**config.mk**
```make
export PLATFORM = sky130hd
export DESIGN_NAME = intr_service_ctrl
export DESIGN_NICKNAME = d
export VERILOG_FILES = /design/src/rtl/intr_pkg.sv /design/src/rtl/intr_prio_pick.sv /design/src/rtl/intr_service_ctrl.sv
export SDC_FILE = /design/constraint.sdc
export NUM_CORES = 1
export LEC_CHECK = 0
export BUFFER_PORTS_ARGS = -buffer_cell sky130_fd_sc_hd__buf_2
export CAP_MARGIN = 25
export CORE_MARGIN = 1
export CORE_UTILIZATION = 56
export CTS_BUF_LIST = sky130_fd_sc_hd__clkbuf_4
export DETAILED_ROUTE_END_ITERATION = 8
export MAX_ROUTING_LAYER = met4
export PLACE_DENSITY = 0.91
export SYNTH_ARGS = -nofsm -noshare
export SYNTH_HDL_FRONTEND = slang
export SYNTH_SLANG_ARGS = --single-unit
```
**constraint.sdc**
```tcl
create_clock -name clk_i -period 2.9 [get_ports clk_i]
set_clock_uncertainty 0.15 [all_clocks]
set_input_delay 0.145 -clock clk_i [delete_from_list [all_inputs] [get_ports clk_i]]
set_output_delay 0.145 -clock clk_i [all_outputs]
set_load 0.01 [all_outputs]
```
**src/rtl/intr_pkg.sv**
```systemverilog
// Shared types and helpers for the interrupt service controller.
// Latency: n/a (types, constants and pure functions only).
// Backpressure: n/a.
package intr_pkg;

    localparam int N_SRC = 4;
    localparam int ID_W  = 2;

    typedef logic [ID_W-1:0] id_t;

    typedef enum logic [1:0] {
        IDLE    = 2'd0,
        REQ     = 2'd1,
        SERVICE = 2'd2
    } state_t;

    // Index of the highest set bit; zero when nothing is set (callers qualify with |v).
    function automatic id_t highest_set(input logic [N_SRC-1:0] v);
        id_t r;
        r = '0;
        for (int i = 0; i < N_SRC; i++) begin
            if (v[i]) r = id_t'(i);
        end
        return r;
    endfunction

    // Sources of strictly higher priority than id.
    function automatic logic [N_SRC-1:0] above_mask(input id_t id);
        logic [N_SRC-1:0] m;
        for (int i = 0; i < N_SRC; i++) begin
            m[i] = (i > int'(id));
        end
        return m;
    endfunction

endpackage

```
**src/rtl/intr_prio_pick.sv**
```systemverilog
// Highest-priority finder over a 4-bit request vector (index 3 wins).
// Latency: purely combinational, zero cycles.
// Backpressure: none; vld simply reports whether any request bit is set.
module intr_prio_pick
    import intr_pkg::*;
(
    input  logic [N_SRC-1:0] req,
    output logic             vld,
    output id_t              id
);

    assign vld = |req;
    assign id  = highest_set(req);

endmodule

```
**src/rtl/intr_service_ctrl.sv**
```systemverilog
// Interrupt service controller: latches pending sources, arbitrates, requests the CPU, tracks ack/eoi.
// Latency: pending latched in cycle N is arbitrated in N+1, irq_o visible in N+2; all outputs registered.
// Backpressure: request held until ack_i or ACK_TIMEOUT cycles, then withdrawn with a timeout_o pulse.
// Build option: define INTR_NESTING_EN to allow higher-priority sources to preempt an in-service one.
module intr_service_ctrl
    import intr_pkg::*;
#(
    parameter int               VEC_W       = 8,
    parameter logic [VEC_W-1:0] VEC_BASE    = 8'h20,
    parameter int               ACK_TIMEOUT = 15,
    parameter int               CNT_W       = 4
) (
    input  logic             clk_i,
    input  logic             rst_ni,
    input  logic             intr_i,
    input  logic [1:0]       x_i,
    input  logic [3:0]       mask_i,
    input  logic             ack_i,
    input  logic             eoi_i,
    output logic             irq_o,
    output logic [VEC_W-1:0] vec_o,
    output logic [3:0]       isr_o,
    output logic [3:0]       pend_o,
    output logic             timeout_o
);

    localparam logic [CNT_W-1:0] CNT_LAST = CNT_W'(ACK_TIMEOUT - 1);

    state_t             state_q, state_d;
    id_t                cur_q, cur_d;
    logic [CNT_W-1:0]   cnt_q, cnt_d;
    logic               irq_q, irq_d;
    logic [VEC_W-1:0]   vec_q, vec_d;
    logic               tmo_q, tmo_d;
    logic [N_SRC-1:0]   pend_q, pend_d;
    logic [N_SRC-1:0]   isr_q, isr_d;

    logic [N_SRC-1:0]   eligible;
    logic               win_vld;
    id_t                win_id;

    assign eligible = pend_q & ~mask_i;

    intr_prio_pick u_pick (
        .req (eligible),
        .vld (win_vld),
        .id  (win_id)
    );

`ifdef INTR_NESTING_EN
    // Interrupted ids, innermost on top; at most one level per priority so depth never exceeds 3.
    logic [3:0][ID_W-1:0] stack_q, stack_d;
    logic [2:0]           depth_q, depth_d;
    logic [1:0]           top_idx;
    logic                 pre_vld;
    id_t                  pre_id;

    assign top_idx = depth_q[1:0] - 2'd1;

    intr_prio_pick u_pre_pick (
        .req (eligible & above_mask(cur_q)),
        .vld (pre_vld),
        .id  (pre_id)
    );
`endif

    // Next-state, pending/in-service update and registered-output computation.
    always_comb begin
        state_d = state_q;
        cur_d   = cur_q;
        cnt_d   = cnt_q;
        irq_d   = irq_q;
        vec_d   = vec_q;
        tmo_d   = 1'b0;
        pend_d  = pend_q;
        isr_d   = isr_q;
`ifdef INTR_NESTING_EN
        stack_d = stack_q;
        depth_d = depth_q;
`endif

        // Capture first so that an ack clear below wins over a same-cycle set.
        if (intr_i && !isr_q[x_i]) begin
            pend_d[x_i] = 1'b1;
        end

        case (state_q)
            IDLE: begin
                if (win_vld) begin
                    cur_d   = win_id;
                    vec_d   = VEC_BASE + VEC_W'(win_id);
                    irq_d   = 1'b1;
                    cnt_d   = '0;
                    state_d = REQ;
                end
            end

            REQ: begin
                if (ack_i) begin
                    pend_d[cur_q] = 1'b0;
                    isr_d[cur_q]  = 1'b1;
                    irq_d         = 1'b0;
                    state_d       = SERVICE;
                end else if (cnt_q == CNT_LAST) begin
                    irq_d   = 1'b0;
                    tmo_d   = 1'b1;
                    state_d = IDLE;
`ifdef INTR_NESTING_EN
                    // A withdrawn preemption resumes the interrupted handler.
                    if (depth_q != 3'd0) begin
                        cur_d   = stack_q[top_idx];
                        depth_d = depth_q - 3'd1;
                        state_d = SERVICE;
                    end
`endif
                end else begin
                    cnt_d = cnt_q + CNT_W'(1);
                end
            end

            SERVICE: begin
                if (eoi_i) begin
                    isr_d[cur_q] = 1'b0;
                    state_d      = IDLE;
`ifdef INTR_NESTING_EN
                    if (depth_q != 3'd0) begin
                        cur_d   = stack_q[top_idx];
                        depth_d = depth_q - 3'd1;
                        state_d = SERVICE;
                    end
`endif
                end
`ifdef INTR_NESTING_EN
                else if (pre_vld) begin
                    stack_d[depth_q[1:0]] = cur_q;
                    depth_d = depth_q + 3'd1;
                    cur_d   = pre_id;
                    vec_d   = VEC_BASE + VEC_W'(pre_id);
                    irq_d   = 1'b1;
                    cnt_d   = '0;
                    state_d = REQ;
                end
`endif
            end

            default: state_d = IDLE;
        endcase
    end

    // State and output registers; reset drops any request without a timeout pulse.
    always_ff @(posedge clk_i or negedge rst_ni) begin
        if (!rst_ni) begin
            state_q <= IDLE;
            cur_q   <= '0;
            cnt_q   <= '0;
            irq_q   <= 1'b0;
            vec_q   <= '0;
            tmo_q   <= 1'b0;
            pend_q  <= '0;
            isr_q   <= '0;
`ifdef INTR_NESTING_EN
            stack_q <= '0;
            depth_q <= '0;
`endif
        end else begin
            state_q <= state_d;
            cur_q   <= cur_d;
            cnt_q   <= cnt_d;
            irq_q   <= irq_d;
            vec_q   <= vec_d;
            tmo_q   <= tmo_d;
            pend_q  <= pend_d;
            isr_q   <= isr_d;
`ifdef INTR_NESTING_EN
            stack_q <= stack_d;
            depth_q <= depth_d;
`endif
        end
    end

    assign irq_o     = irq_q;
    assign vec_o     = vec_q;
    assign isr_o     = isr_q;
    assign pend_o    = pend_q;
    assign timeout_o = tmo_q;

endmodule

```
**Word level (Yosys, flattened, before mapping)**

Index checks and enable logic that the tools add are counted.
W data, S select, Z words.

- Bits in registers: 26
- Bits in latches: 0
- RAM bits: 0
- Memory bits (read-only): 0
- Bits of input ports: 11
- Output and inout port bits: 18
- Logic and storage cells: 74
- Memories kept: 0

- Add/subtract/negate cells: 2
- $mul: 0
- Divide/modulo/power cells: 0
- Order comparisons: 4
- Eq/ne operators: 9
- Shift operators: 0
- Mux-type cells: 31
- Bitwise operators: 7
- Reduce and logical (&&, ||, !) cells: 13

Operators with widths:

| kind | count |
|---|---|
| $mux W4 | 8 |
| $pmux W4 S2 | 2 |
| $and A4 B4 Y4 | 3 |
| $mux W2 | 6 |
| $mux W1 | 10 |
| $reduce_and A3 Y1 | 3 |
| $ne A2 B2 Y1 const B | 4 |
| $not A4 Y4 | 2 |
| $or A4 B4 Y4 | 2 |
| $add A6 B2 Y7 const A | 1 |
| $lt A2 B3 Y1 const B | 2 |
| $pmux W2 S3 | 1 |
| $add A4 B1 Y4 const B | 1 |
| $demux W1 S2 | 2 |
| $eq A4 B4 Y1 const B | 1 |
| $ge A2 B1 Y1 const B | 2 |
| $reduce_and A4 Y1 | 1 |
| $reduce_bool A2 Y1 | 2 |
| $reduce_or A4 Y1 | 1 |
| $logic_and A1 B1 Y1 | 3 |
| $ne A3 B3 Y1 const B | 1 |
| $bmux W1 S2 | 1 |
| $eq A2 B1 Y1 const B | 1 |
| $eq A2 B2 Y1 const B | 1 |
| 5 further kinds | 5 |

**Longest topological paths before layout**

- Depth in word-level cells: 9
- Depth in mapped cells: 6
- Mapped depth without buffers: 6

**Cells and area by module**

A second synthesis with hierarchy kept.

- Cell total of the unflattened synthesis: 90
- Area, all modules: 945.9 sq um

Modules (own cells, without submodules):

| module | times used | cells an instance | area an instance (sq um) | sequential area each (sq um) |
|---|---|---|---|---|
| intr_service_ctrl | 1 | 86 | 922.1 | 475.5 |
| intr_prio_pick | 1 | 4 | 23.8 | 0.0 |

**Least setup slack after synthesis**

No wires, ideal clock.

- Path type: reg-to-reg
- From: reg cnt_q[0]
- To: reg cnt_q[1]
- Library setup time: 0.121 ns
- Arrival time: 1.350 ns
- Required time: 2.629 ns
- Path slack: 1.279 ns
- Cell stages (with the launch flop): 6
- Buffers on the path: 0
- Period minus slack after synthesis: 1.621 ns
- Cell sequence: dfrtp_1 -> inv_1 -> ha_1 -> a31oi_1 -> mux2_2 -> a22o_1

- Longest elaborated chain between the ends: 4
- Elaborated cells between the ends (all ways): 7
- Classes of those cells: add/sub: 1; eq/ne: 2; mux: 3; reduce/logical: 1

Ends and longest elaborated chain:

| element | line | RTL |
|---|---|---|
| from (decl) | intr_service_ctrl.sv:31 | `logic [CNT_W-1:0] cnt_q, cnt_d;` |
| from (signal assigned) | intr_service_ctrl.sv:168 | `cnt_q <= cnt_d;` |
| $add A4 B1 Y4 | intr_service_ctrl.sv:117 | `cnt_d = cnt_q + CNT_W'(1);` |
| $mux W4 | intr_service_ctrl.sv:104 | `end else if (cnt_q == CNT_LAST) begin` |
| $mux W4 | intr_service_ctrl.sv:99 | `if (ack_i) begin` |
| $pmux W4 S2 | intr_service_ctrl.sv:87 | `case (state_q)` |

Parallel ways exist; a longest one is shown, timed or not. The select of a mux whose other input is x is not followed.
A chain may end at the register's enable or synchronous reset.

**Worst setup path after layout**

Ends and elaborated chain as after synthesis.

==> results.md <==
* Number of antenna violations at the first check in global routing at 0
* Maximum clock path buffer count at 2
* Wire length of the first global-routing pass at 3.401 mm
* Switching power total at between 0.4 and 0.5 mW
* Setup slack of the critical path after layout at approximately 1.1 ns
* Average detailed-routed wire length per instance at between 15 and 20 um
* TritonCTS clock tree: yes
* Die boundary width at about 43 um
* Data arrival time of the worst path at between 1.5 and 2 ns
* Clock network power share at 12.9%
* Critical Path Start Type: register
* Worst hold slack at 0.04268 ns
* Crit Path Class: register to register
* CTS buffer count at 3
* Initial Util at ~62%
* Area share of the largest cell type after synthesis at around 49%
* Leak at roughly 0.50 nW
* Power density over the cells at between 900 and 1000 nW/um2
* Worst slack, placed at around 1.2 ns
* Post-synth top area cell: sky130_fd_sc_hd__dfrtp_1
* Unrepaired setup endpoints after global routing: no
* Core box area at about 1600 um2
* Routability cong. at a little over 0.8
* Vias per inst at ~6
* Clock network latency to the later pin of the worst-skew pair at 0.30 ns
* Status: complete, but fails checks
* Root cell of the clock tree: sky130_fd_sc_hd__clkbuf_4
* Post-synthesis cell area at 963.4 um2
* Clock-pin slew on the worst setup and hold paths at about 0.11 ns
* Antenna cell count at 0
* Avg Synthesized Cell Area at between 10 and 15 um2
* Cell count after synthesis at 93
* Initial DRC Count at 30
* Worst-case vdd ir drop at a little under 0.7 mV
* Number of ports placed on the die boundary at 29
* Sinks on the clock net at 19
* Global route total overflow at 0
* Count of unique library cells instantiated by Yosys at 34
* Hold WC Path Type: input port to register
* Share of total power consumed by net switching at 42.54%
* Number of iterations in the first detailed-routing pass at 6
* Shortest period the worst path allows at roughly 1.8 ns
* Count of buffers from port buffering at 23
* Share of layout cells above drive strength 1 at between 20% and 30%
* Final hold vios at 0
* Crit Path Max Fanout at 5
* Final-report setup violation count at 0
* Number of warnings issued by yosys at 0
* Share of synthesized area occupied by flip-flops and latches at between 40% and 50%
* Count of unresolved DRC violations after routing at 2
* Fin nets at 134
* Area enclosed by the die boundary at between 1500 and 2000 um2
* Maximum achievable frequency at approximately 570 MHz
* Die span in y at around 43 um
* Number of maximum-capacitance violations at 0
* Internal Pwr Total at between 0.6 and 0.7 mW
* Worst EP required at 2.96 ns
* Number of global-route vias before repair at between 700 and 800
* H-tree depth at 1
* Count of buffers added by post-CTS timing repair for setup at 0
* Post-DRT Antenna Nets at 0
* Violations in the final reports: DRC
* Overall routed net length at around 2.1 mm
* Overall track demand over capacity in global routing at roughly a quarter
* Maximum number of pins on one net before global-route repair at 20
* Ratio of final minimum period to clock period at between 60% and 70%
* Post-detailed-placement half-perimeter wirelength at about 1.5 mm
* Setup_tns at 0 ns
* Site Rows at 14
* Comb pwr share at about two fifths
* CP Capture Type: register
* Register share of total power at between 40 and 50%
* Final-report max-slew violation count at 0
* Synthesis-stage register bit count at 19
* Total via count after detailed routing at about 830
* Area contributors post-synth: sky130_fd_sc_hd__dfrtp_1, sky130_fd_sc_hd__o21ai_0, sky130_fd_sc_hd__buf_4
* Area growth from synthesis to final layout at 16.10%
-- worst max-delay path, stage by stage (launching register included) --
cell                      delay, ns
sky130_fd_sc_hd__dfrtp_1       0.43
sky130_fd_sc_hd__inv_1         0.06
sky130_fd_sc_hd__ha_1          0.24
sky130_fd_sc_hd__a31oi_1       0.24
sky130_fd_sc_hd__mux2_2        0.36
sky130_fd_sc_hd__a22o_1        0.18
-- layer usage --
layer,vias to the layer above,share of wire [%],global-route usage (%)
li1,387,-,-
met1,403,43,32.33
met2,37,50,41.52
met3,5,5.3,2.500
met4,0,1.8,11.25
met5,-,0,-
-- power groups by stage --
stage / registers [mW] / clock network [mW] / logic [mW]
finish: 0.494 / 0.137 / 0.433
global route: 0.508 / 0.146 / 0.479
detailed placement: 0.496 / 0 / 0.421
global placement: 0.485 / 0 / 0.406
CTS: 0.490 / 0.138 / 0.433
floorplan: 0.489 / 0 / 0.272
-- logic make-up after synthesis --
family	after synthesis	synth area share, %
flops	19	49.35
simple gates	32	20.13
fa+ha+maj	2	2.597
mux	1	1.169
compound gates	29	20.78
other cells	1	0.3892
buf+inv	9	5.584
-- Yosys cell counts --
| library cell | n |
|---|---|
| sky130_fd_sc_hd__dfrtp_1 | 19 |
| sky130_fd_sc_hd__o21ai_0 | 11 |
| sky130_fd_sc_hd__nand2_1 | 8 |
| sky130_fd_sc_hd__buf_4 | 5 |
| sky130_fd_sc_hd__nand2b_1 | 5 |
| sky130_fd_sc_hd__nor2b_1 | 4 |
| sky130_fd_sc_hd__a21oi_1 | 3 |
| sky130_fd_sc_hd__inv_1 | 3 |
| sky130_fd_sc_hd__nand3_1 | 3 |
| sky130_fd_sc_hd__o22a_1 | 3 |
| sky130_fd_sc_hd__o31ai_1 | 3 |
| sky130_fd_sc_hd__ha_1 | 2 |
| sky130_fd_sc_hd__nor2_1 | 2 |
| sky130_fd_sc_hd__nor3_1 | 2 |
| sky130_fd_sc_hd__a221oi_1 | 1 |
| sky130_fd_sc_hd__a22o_1 | 1 |
| sky130_fd_sc_hd__a31oi_1 | 1 |
| sky130_fd_sc_hd__a32o_1 | 1 |
| sky130_fd_sc_hd__and4b_1 | 1 |
| sky130_fd_sc_hd__buf_2 | 1 |
| sky130_fd_sc_hd__conb_1 | 1 |
| sky130_fd_sc_hd__mux2_2 | 1 |
| sky130_fd_sc_hd__nand3b_1 | 1 |
| sky130_fd_sc_hd__nand4_1 | 1 |
| sky130_fd_sc_hd__nor2b_4 | 1 |
| sky130_fd_sc_hd__nor3b_1 | 1 |
| sky130_fd_sc_hd__nor4b_1 | 1 |
| sky130_fd_sc_hd__nor4bb_1 | 1 |
| sky130_fd_sc_hd__o21ai_1 | 1 |
| sky130_fd_sc_hd__o21ai_2 | 1 |
| sky130_fd_sc_hd__o21bai_1 | 1 |
| sky130_fd_sc_hd__o32a_1 | 1 |
| sky130_fd_sc_hd__o41ai_2 | 1 |
| sky130_fd_sc_hd__or4_4 | 1 |
-- what timing repair did --
action,in CTS,in global routing
hold buffers,2,0
gates resized for setup,0,0
endpoints found under the hold margin,20,0
-- metrics by stage --
stage,power [mW],util [%],instance area (um2),cells
2_1_floorplan,0.7610,-,978.4,97
3_3_place_gp,0.8910,68.70,1071,130
4_1_cts,1.061,71.75,1119,136
6_report,1.065,71.75,1119,136
5_1_grt,1.133,71.75,1119,136
3_5_place_dp,0.9168,68.70,1071,130
-- layout by cell type, fill, tap and decap left out, drive strengths merged --
cell type / count
a21oi: 3
o41ai: 1
a22o: 1
nand2b: 5
a221oi: 1
and4b: 1
clkbuf: 3
ha: 2
a31oi: 1
nor2: 2
buf: 23
or4: 1
o31ai: 3
nor2b: 5
nand4: 1
nor3: 2
nand2: 8
dlygate4sd3: 2
o21ai: 13
clkinv: 1
nand3: 3
nor4b: 1
nor4bb: 1
inv: 3
o22a: 3
nor3b: 1
o21bai: 1
o32a: 1
mux2: 1
dfrtp: 19
conb: 5
a32o: 1
nand3b: 1
-- area by class of cell --
cell class / instances / area (um2)
fill: 125 / 440.4
tap: 16 / 20.02
sequential: 19 / 475.5
inverter: 3 / 11.26
clock buffer: 3 / 22.52
clock inverter: 1 / 5.005
multi-input combinational: 69 / 449.2
timing repair buffer: 25 / 135.1
-- final timing paths --
kind | start | to | slack [ns] | cells past startpoint
worst max-delay path | cnt_q[0] | cnt_q[1] | 1.14 | 5
worst min-delay path | ack_i | timeout_o | 0.04 | 3
worst max register to register | cnt_q[0] | cnt_q[1] | 1.14 | 5
worst min register to register | vec_o[5] | vec_o[5] | 0.33 | 1
max in group asynchronous | rst_ni | cur_q[0] | 2.17 | 2
min in group asynchronous | rst_ni | state_q[1] | 0.14 | 2
Note: power is estimated with default switching activity, not from simulation.
